`src/rtl/puf_crp_verifier_pkg.sv`:
```
// Shared types and helpers for the arbiter-PUF challenge/response verifier.
package puf_crp_verifier_pkg;

  typedef enum logic [2:0] {
    ST_IDLE   = 3'd0,
    ST_PRE    = 3'd1,
    ST_HIGH   = 3'd2,
    ST_DECIDE = 3'd3,
    ST_DONE   = 3'd4
  } state_e;

  localparam int C_LENGTH_DEF = 8;
  localparam int POP_W        = 4;
  localparam int POP_IN_W     = 64;

  // Ones count of a zero-extended word, saturating at the largest POP_W value.
  function automatic logic [POP_W-1:0] popcount_sat(input logic [POP_IN_W-1:0] v);
    int unsigned n;
    n = 0;
    for (int i = 0; i < POP_IN_W; i++) begin
      if (v[i]) n++;
    end
    if (n > (2**POP_W - 1)) return {POP_W{1'b1}};
    else return POP_W'(n);
  endfunction

endpackage

```
`src/rtl/puf_crp_verifier_resp_sync.sv`:
```
// Per-bit two-flop synchronizer bringing the asynchronous PUF response into the clock domain.
module puf_resp_sync #(
  parameter int W = 8
) (
  input  logic         clk_i,
  input  logic         rst_i,
  input  logic [W-1:0] async_i,
  output logic [W-1:0] sync_o
);

  logic [W-1:0] meta_q;
  logic [W-1:0] sync_q;

  always_ff @(posedge clk_i) begin
    if (rst_i) begin
      meta_q <= '0;
      sync_q <= '0;
    end else begin
      meta_q <= async_i;
      sync_q <= meta_q;
    end
  end

  assign sync_o = sync_q;

endmodule

```
`src/rtl/puf_crp_verifier.sv`:
```
// Arbiter-PUF verifier: launches a challenge N_VOTES times, majority-votes the response, grades it.
// Optional stability outputs are built when PUF_VERIFY_STABILITY_EN is defined.
module puf_crp_verifier
  import puf_crp_verifier_pkg::*;
#(
  parameter int C_LENGTH      = C_LENGTH_DEF,
  parameter int N_VOTES       = 5,
  parameter int SETTLE_CYCLES = 4,
  parameter int HD_THRESH     = 1
) (
  input  logic                iclk,
  input  logic                irst,
  input  logic                istart,
  input  logic [C_LENGTH-1:0] ichallenge,
  input  logic [C_LENGTH-1:0] iexpected,
  input  logic [C_LENGTH-1:0] iresponse,
  output logic [C_LENGTH-1:0] ochallenge,
  output logic                opulse,
  output logic                obusy,
  output logic                odone,
  output logic [C_LENGTH-1:0] ovoted,
  output logic [POP_W-1:0]    ohd,
  output logic                opass
`ifdef PUF_VERIFY_STABILITY_EN
  ,
  output logic [C_LENGTH-1:0] ounstable,
  output logic [POP_W-1:0]    ounstable_cnt
`endif
);

  localparam int OW = $clog2(N_VOTES + 1);
  localparam int SW = $clog2(SETTLE_CYCLES);
  localparam logic [SW-1:0]    SETTLE_LAST = SW'(SETTLE_CYCLES - 1);
  localparam logic [OW-1:0]    VOTES_N     = OW'(N_VOTES);
  localparam logic [OW-1:0]    VOTES_LAST  = OW'(N_VOTES - 1);
  localparam logic [OW-1:0]    VOTES_HALF  = OW'(N_VOTES / 2);
  localparam logic [POP_W-1:0] HD_LIMIT    = POP_W'(HD_THRESH);

  state_e              state_q;
  logic [SW-1:0]       settle_q;
  logic [OW-1:0]       votes_q;
  logic [OW-1:0]       ones_q [C_LENGTH];
  logic [C_LENGTH-1:0] chal_q;
  logic [C_LENGTH-1:0] exp_q;
  logic [C_LENGTH-1:0] voted_q;
  logic [POP_W-1:0]    hd_q;
  logic                pulse_q;
  logic                busy_q;
  logic                done_q;
  logic                pass_q;
  logic [C_LENGTH-1:0] voted_d;
  logic [POP_W-1:0]    hd_d;
  logic [C_LENGTH-1:0] resp_sync;

  puf_resp_sync #(.W(C_LENGTH)) u_sync (
    .clk_i  (iclk),
    .rst_i  (irst),
    .async_i(iresponse),
    .sync_o (resp_sync)
  );

  always_comb begin
    voted_d = '0;
    for (int i = 0; i < C_LENGTH; i++) begin
      voted_d[i] = (ones_q[i] > VOTES_HALF);
    end
    hd_d = popcount_sat(POP_IN_W'(voted_d ^ exp_q));
  end

`ifdef PUF_VERIFY_STABILITY_EN
  logic [C_LENGTH-1:0] unstable_q;
  logic [POP_W-1:0]    unstable_cnt_q;
  logic [C_LENGTH-1:0] unstable_d;

  // A bit is unstable when its launches disagreed at least once.
  always_comb begin
    unstable_d = '0;
    for (int i = 0; i < C_LENGTH; i++) begin
      unstable_d[i] = (ones_q[i] != '0) && (ones_q[i] != VOTES_N);
    end
  end

  always_ff @(posedge iclk) begin
    if (irst) begin
      unstable_q     <= '0;
      unstable_cnt_q <= '0;
    end else if (state_q == ST_IDLE && istart) begin
      unstable_q     <= '0;
      unstable_cnt_q <= '0;
    end else if (state_q == ST_DECIDE) begin
      unstable_q     <= unstable_d;
      unstable_cnt_q <= popcount_sat(POP_IN_W'(unstable_d));
    end
  end

  assign ounstable     = unstable_q;
  assign ounstable_cnt = unstable_cnt_q;
`endif

  always_ff @(posedge iclk) begin
    if (irst) begin
      state_q  <= ST_IDLE;
      settle_q <= '0;
      votes_q  <= '0;
      chal_q   <= '0;
      exp_q    <= '0;
      voted_q  <= '0;
      hd_q     <= '0;
      pulse_q  <= 1'b0;
      busy_q   <= 1'b0;
      done_q   <= 1'b0;
      pass_q   <= 1'b0;
      for (int i = 0; i < C_LENGTH; i++) ones_q[i] <= '0;
    end else begin
      case (state_q)
        ST_IDLE: begin
          if (istart) begin
            chal_q   <= ichallenge;
            exp_q    <= iexpected;
            votes_q  <= '0;
            settle_q <= '0;
            voted_q  <= '0;
            hd_q     <= '0;
            pass_q   <= 1'b0;
            busy_q   <= 1'b1;
            state_q  <= ST_PRE;
            for (int i = 0; i < C_LENGTH; i++) ones_q[i] <= '0;
          end
        end
        ST_PRE: begin
          if (settle_q == SETTLE_LAST) begin
            settle_q <= '0;
            pulse_q  <= 1'b1;
            state_q  <= ST_HIGH;
          end else begin
            settle_q <= settle_q + 1'b1;
          end
        end
        ST_HIGH: begin
          if (settle_q == SETTLE_LAST) begin
            // Arbiters have settled by the last high cycle; bank this launch's bits.
            settle_q <= '0;
            pulse_q  <= 1'b0;
            votes_q  <= votes_q + 1'b1;
            for (int i = 0; i < C_LENGTH; i++) ones_q[i] <= ones_q[i] + OW'(resp_sync[i]);
            state_q  <= (votes_q == VOTES_LAST) ? ST_DECIDE : ST_PRE;
          end else begin
            settle_q <= settle_q + 1'b1;
          end
        end
        ST_DECIDE: begin
          voted_q <= voted_d;
          hd_q    <= hd_d;
          pass_q  <= (hd_d <= HD_LIMIT);
          done_q  <= 1'b1;
          state_q <= ST_DONE;
        end
        ST_DONE: begin
          done_q  <= 1'b0;
          busy_q  <= 1'b0;
          state_q <= ST_IDLE;
        end
        default: begin
          pulse_q <= 1'b0;
          busy_q  <= 1'b0;
          done_q  <= 1'b0;
          state_q <= ST_IDLE;
        end
      endcase
    end
  end

  assign ochallenge = chal_q;
  assign opulse     = pulse_q;
  assign obusy      = busy_q;
  assign odone      = done_q;
  assign ovoted     = voted_q;
  assign ohd        = hd_q;
  assign opass      = pass_q;

endmodule

```
`config.mk`:
```
export PLATFORM = sky130hd
export DESIGN_NAME = puf_crp_verifier
export DESIGN_NICKNAME = d
export VERILOG_FILES = /design/src/rtl/puf_crp_verifier_pkg.sv /design/src/rtl/puf_crp_verifier_resp_sync.sv /design/src/rtl/puf_crp_verifier.sv
export SDC_FILE = /design/constraint.sdc
export NUM_CORES = 1
export LEC_CHECK = 0
export ABC_AREA = 1
export CAP_MARGIN = 5
export CELL_PAD_IN_SITES_DETAIL_PLACEMENT = 0
export CELL_PAD_IN_SITES_GLOBAL_PLACEMENT = 1
export CORE_ASPECT_RATIO = 0.8
export CORE_MARGIN = 8
export CORE_UTILIZATION = 39
export CTS_BUF_LIST = sky130_fd_sc_hd__clkbuf_4
export DETAILED_ROUTE_END_ITERATION = 12
export GPL_TIMING_DRIVEN = 0
export PLACE_DENSITY_LB_ADDON = 0.1
export SYNTH_ARGS = -nofsm -noshare
export SYNTH_HDL_FRONTEND = slang
export SYNTH_SLANG_ARGS = --single-unit
```
`constraint.sdc`:
```
create_clock -name iclk -period 4.1 [get_ports iclk]
set_input_delay 0.82 -clock iclk [delete_from_list [all_inputs] [get_ports iclk]]
set_output_delay 0.82 -clock iclk [all_outputs]
set_load 0.05 [all_outputs]
```
==> results.toml, run 1 <==
[sta]
finalClockSkew_ns = 0.0187
rsz0062_at_grt = "yes"
timing.final.crit_share_pct = 99.2
maxSlewViolCount = 0
hold_violations = 0
slew_headroom_pct = 44.9
fin_setup_tns_ns = 0
max_freq_ghz = 0.246
fin_ws_ns = 0.0309
worstMarginPinSlew_ns = 0.824
timing.hold.ws_ns = 0.397
period_needed_ns = 4.07
setup_viol = 0

[synthesis]
synth-edff-count = 21
syn_area_per_cell_um2 = 8.41
yosysWarnings = 0
ys_seq_elements = 80
syn_inst = 477
seq_area_frac_synth_pct = 45.2
async_reset_ff_share_pct = 0
synth_area_mm2 = 0.00401
yosysUniqueCellTypes = 38
synth-main-ff-cell = "dfxtp_1"
synthesis.nets = 530

[layout]
final_cells = 708
drive_above_1_share_pct = 24.1
final_cell_mix = "78 x inv_1, 57 x nand2_1, 57 x dfxtp_1"
nets = 616
area_growth_pct = 31.2
n_fill_cell = 967
final_common_cell = "inv_1"
postLayoutCellArea_mm2 = 0.00526
antenna_cells = 0
postLayoutCoreUtil_pct = 52.0

[global_route]
grt_usage_pct = 14.3
antenna_found_initial = 0
grt_pass1_vias = 3216
grt_pass1_wl_um = 15600
grt_max_degree = 15
grt_overflow = 0

[die]
die_area_mm2 = 0.0138
rows = 33
die_y_um = 107
ios = 51
die_w_um = 129
initial_core_util_pct = 39.7
core_area_mm2 = 0.0101

[worst_setup_path]
critPathCapture = "ohd[0]"
cpMaxStageDelayCell = "edfxtp_1"
crit_path_start = "ones_q[0][3]"
path_common_cell = "nand2_4"
crit_path_start_kind = "flip-flop"
worstSetupPathType = "reg2reg"
reg2reg_depth = 29
worstPathArrival_ns = 4.38
worstPathMaxFanout = 4
critPathBufInv = 4
r2r_start = "ones_q[0][3]"
cp.required_ns = 4.41
cp_slowest_stage_delay_ns = 0.42
crit_family = "adder cells"
cp.depth = 29
regToRegSetupSlack_ns = 0.03
r2r-end = "ohd[0]"
endpoint_kind = "flip-flop"

[clocking]
htree_levels = 3
clock_path_buffers = 2
path_clk_slew_ns = 0.14
clock_latency_ns = 0.42
cts_tree = "yes"
holdBufCountCts = 0
clkSinkCount = 80
cts_buffers = 9
cts_root_buf = "clkbuf_4"

[hold_path]
hold_path_class = "reg2reg"

[route]
drtIter0Drc = 119
avgViaCountPerCell = 4.53
final_antenna_net_count = 0
drcViolationCount = 0
wl_per_cell_um = 13.3
first_pass_iters = 4
vias = 3206
drt-total-wl_um = 9410

[power_and_ir_drop]
ir_drop_uv = 193
total_power_mw = 2.26
leakage_nw = 2.34
p_per_area_mw_per_mm2 = 430

[place]
dp_cells = 666
gp_congestion = 0.808
dp_slack_ns = -0.503
port-buffer-count = 49
dp_hpwl_um = 6860
place_area_mm2 = 0.00470

[flow_run]
cap_violations = 0

[status]
status = "completed"
## area by class of cell
type | count | area (um2) | area share [%]
Tap cell | 140 | 175 | 3.33
Clock buffer | 9 | 67.6 | 1.28
Sequential cell | 80 | 1810 | 34.5
Clock inverter | 7 | 96.3 | 1.83
Inverter | 87 | 327 | 6.21
Timing Repair Buffer | 75 | 697 | 13.2
Multi-Input combinational cell | 302 | 2040 | 38.8
Buffer | 8 | 45.0 | 0.856
## Yosys cell counts, drive strengths merged (2+ instances only)
master	count	share of area [%]
nor2	62	6.4
ha	26	8.1
or2	3	0.47
clkbuf	6	0.56
edfxtp	21	16
nand4	2	0.31
a21oi	23	3.4
inv	86	8.0
o21ai	18	2.3
nand2	99	12
nand3	34	5.4
a211oi	2	0.37
nor3	2	0.25
dfxtp	59	29
a22o	10	2.2
xnor2	8	1.7
buf	2	0.56
xor2	5	1.3
## repair_timing
item                                    CTS  global route
pin swaps                                21            24
gates resized for setup                  18            30
endpoints found under the setup margin    5             5
setup buffers                            26             5
## registers in the layout, summed over array words and instances, names as in the netlist
name	cells
ovoted	8
odone	1
u_sync.sync_o	8
opulse	1
votes_q	3
settle_q	2
opass	1
ohd	4
ones_q	24
ochallenge	8
state_q	3
obusy	1
exp_q	8
u_sync.meta_q	8
## worst min path at each step
stage	endpoint	cells after the start	slack (ns)	startpoint
2_1_floorplan	u_sync.sync_o[0]	2	0.39	u_sync.meta_q[0]
3_3_place_gp	u_sync.sync_o[1]	2	0.39	u_sync.meta_q[1]
3_5_place_dp	u_sync.sync_o[6]	2	0.40	u_sync.meta_q[6]
4_1_cts	u_sync.sync_o[2]	2	0.40	u_sync.meta_q[2]
5_1_grt	u_sync.sync_o[2]	2	0.41	u_sync.meta_q[2]
6_report	u_sync.sync_o[2]	2	0.40	u_sync.meta_q[2]
## logic make-up after synthesis
| family | share of synthesized area [%] |
|---|---|
| compound gates | 9.26 |
| fa+ha+maj | 8.11 |
| buf+inv | 9.26 |
| xor+xnor | 3.02 |
| simple gates | 25.2 |
| flops | 45.2 |
## power by group
group / leakage [nW] / switching (mW) / internal (mW)
sequential: 0.712 / 0.0297 / 0.861
combinational: 1.55 / 0.461 / 0.380
clock: 0.0798 / 0.281 / 0.247
## metal layers
layer  share of wire [%]  global-route usage (%)  vias up  wire length (um)
li1                    -                       -     1680                 -
met5                   0                       0        -                 0
met1                  49                    18.3     1489              4580
met4                0.65                    3.51        0                61
met2                  48                    23.9       31              4540
met3                 2.4                    3.08        6               224
## worst register-to-register path: cells and delay by family, from the launching register on
kind                       cells  cell delay (ns)
AOI/OAI and AO/OA              3             0.45
xor gates and xnor gates       1             0.22
adders and majority gates      6             1.36
buffers and inverters          4             0.19
DFF                            1             0.42
and+or+nand+nor               15             1.32
(Power assumes the default switching activity.)
==> inputs of run 2 (changes only) <==
CORE_ASPECT_RATIO = not set   (was 0.8)
==> results.toml, run 2 (synthesis gave the netlist of run 1 again) <==
[sta]
setup_viol = 0
maxSlewViolCount = 0
finalClockSkew_ns = 0.0139
fin_setup_tns_ns = 0
timing.hold.ws_ns = 0.408
slew_headroom_pct = 53.1
timing.final.crit_share_pct = 99.2
worstMarginPinSlew_ns = 0.701
hold_violations = 0
max_freq_ghz = 0.246
period_needed_ns = 4.07
rsz0062_at_grt = "yes"

[worst_setup_path]
cpMaxStageDelayCell = "edfxtp_1"
crit_family = "simple AND/OR/NAND/NOR gates"
cp_slowest_stage_delay_ns = 0.43
worstPathArrival_ns = 4.42
critPathBufInv = 4
path_common_cell = "nand2_4"
crit_path_start_kind = "flip-flop"
endpoint_kind = "flip-flop"
worstSetupPathType = "reg2reg"
cp.required_ns = 4.45
worstPathMaxFanout = 4

[die]
die_w_um = 117
core_area_mm2 = 0.0101
initial_core_util_pct = 39.6
rows = 37
die_y_um = 117
ios = 51
die_area_mm2 = 0.0138

[layout]
postLayoutCellArea_mm2 = 0.00532
antenna_cells = 0
largest_reg_flops = 24
n_fill_cell = 987
final_cell_mix = "78 x inv_1, 59 x dfxtp_1, 55 x nor2_1"
top_register = "ones_q"
area_growth_pct = 32.5
final_common_cell = "inv_1"
drive_above_1_share_pct = 24.2
nets = 619

[clocking]
cts_root_buf = "clkbuf_4"
path_clk_slew_ns = 0.13
holdBufCountCts = 0
clock_path_buffers = 2
clkSinkCount = 80
htree_levels = 3
cts_buffers = 9
clock_latency_ns = 0.42
cts_tree = "yes"

[route]
drcViolationCount = 0
final_antenna_net_count = 0
vias = 3220
wl_per_cell_um = 13.3
drt-total-wl_um = 9420
first_pass_iters = 4
drtIter0Drc = 108
avgViaCountPerCell = 4.55

[global_route]
grt_usage_pct = 14.2
busiest_layer = "met2"
grt_max_degree = 14
antenna_found_initial = 0
grt_overflow = 0
grt_pass1_wl_um = 16000
use_met1_pct = 17.1
grt_pass1_vias = 3289
met3_usage_pct = 3.26
use_met2_pct = 24.0

[power_and_ir_drop]
p_per_area_mw_per_mm2 = 437
leakage_nw = 2.38
ir_drop_uv = 226

[status]
status = "completed"

[flow_run]
cap_violations = 0

[place]
dp_hpwl_um = 6830
place_area_mm2 = 0.00470
gp_congestion = 0.759
port-buffer-count = 49

[hold_path]
hold_path_class = "reg2reg"
-- run 2: cell count changes in the layout (fill, tap and decap cells not counted), sizes merged --
cell	before	now
buf	28	31
bufinv	2	3
clkinvlp	2	1
-- run 2: per-layer routing --
layer  part of all wire [%]  wire, um
met1                     46      4300
met3                    2.8       261
met2                     50      4690
met5                      0         0
met4                    1.7       160
-- run 2: power breakdown --
| part | total, mW | switching [mW] | internal, mW | leakage, nW |
|---|---|---|---|---|
| combinational | 0.859 | 0.475 | 0.384 | 1.58 |
| clock | 0.572 | 0.269 | 0.304 | 0.0910 |
| sequential | 0.891 | 0.0293 | 0.861 | 0.711 |
-- run 2: worst min-delay path, stage by stage, from the launching register on --
cell	delay, ns
dfxtp_1	0.31
inv_1	0.04
nor2_1	0.03
-- run 2: area by class of cell --
type / count / area, um2 / share of cell area [%]
clock inverter: 7 / 110 / 2.07
tap: 136 / 170 / 3.20
buffer: 8 / 45.0 / 0.847
timing repair buffer: 78 / 719 / 13.5
multi-input combinational: 302 / 2060 / 38.8
clock buffer: 9 / 67.6 / 1.27
sequential: 80 / 1810 / 34.1
inverter: 87 / 329 / 6.19
-- run 2: path summary, 6_finish.rpt --
path,to,cells after the start,startpoint,slack (ns)
min reg2reg,u_sync.sync_o[3],2,u_sync.meta_q[3],0.41
max,opass,29,ones_q[0][3],0.03
min,u_sync.sync_o[3],2,u_sync.meta_q[3],0.41
max reg2reg,opass,29,ones_q[0][3],0.03
-- run 2: stage by stage --
step                      instances  power (mW)  util, %  worst slack (ns)
after floorplan                 477        1.34        -            0.0281
after global placement          662        1.47     46.3            -0.325
after detailed placement        662        1.48     46.3            -0.370
after CTS                       709        2.28     51.7           -0.0880
after global routing            707        2.48     52.4            -0.165
final                           707        2.32     52.4            0.0332
-- run 2: repair_timing --
item	4_1_cts	5_1_grt
buffers inserted	35	2
gates resized for setup	31	19
setup endpoints to repair	5	5
pin swaps	30	22
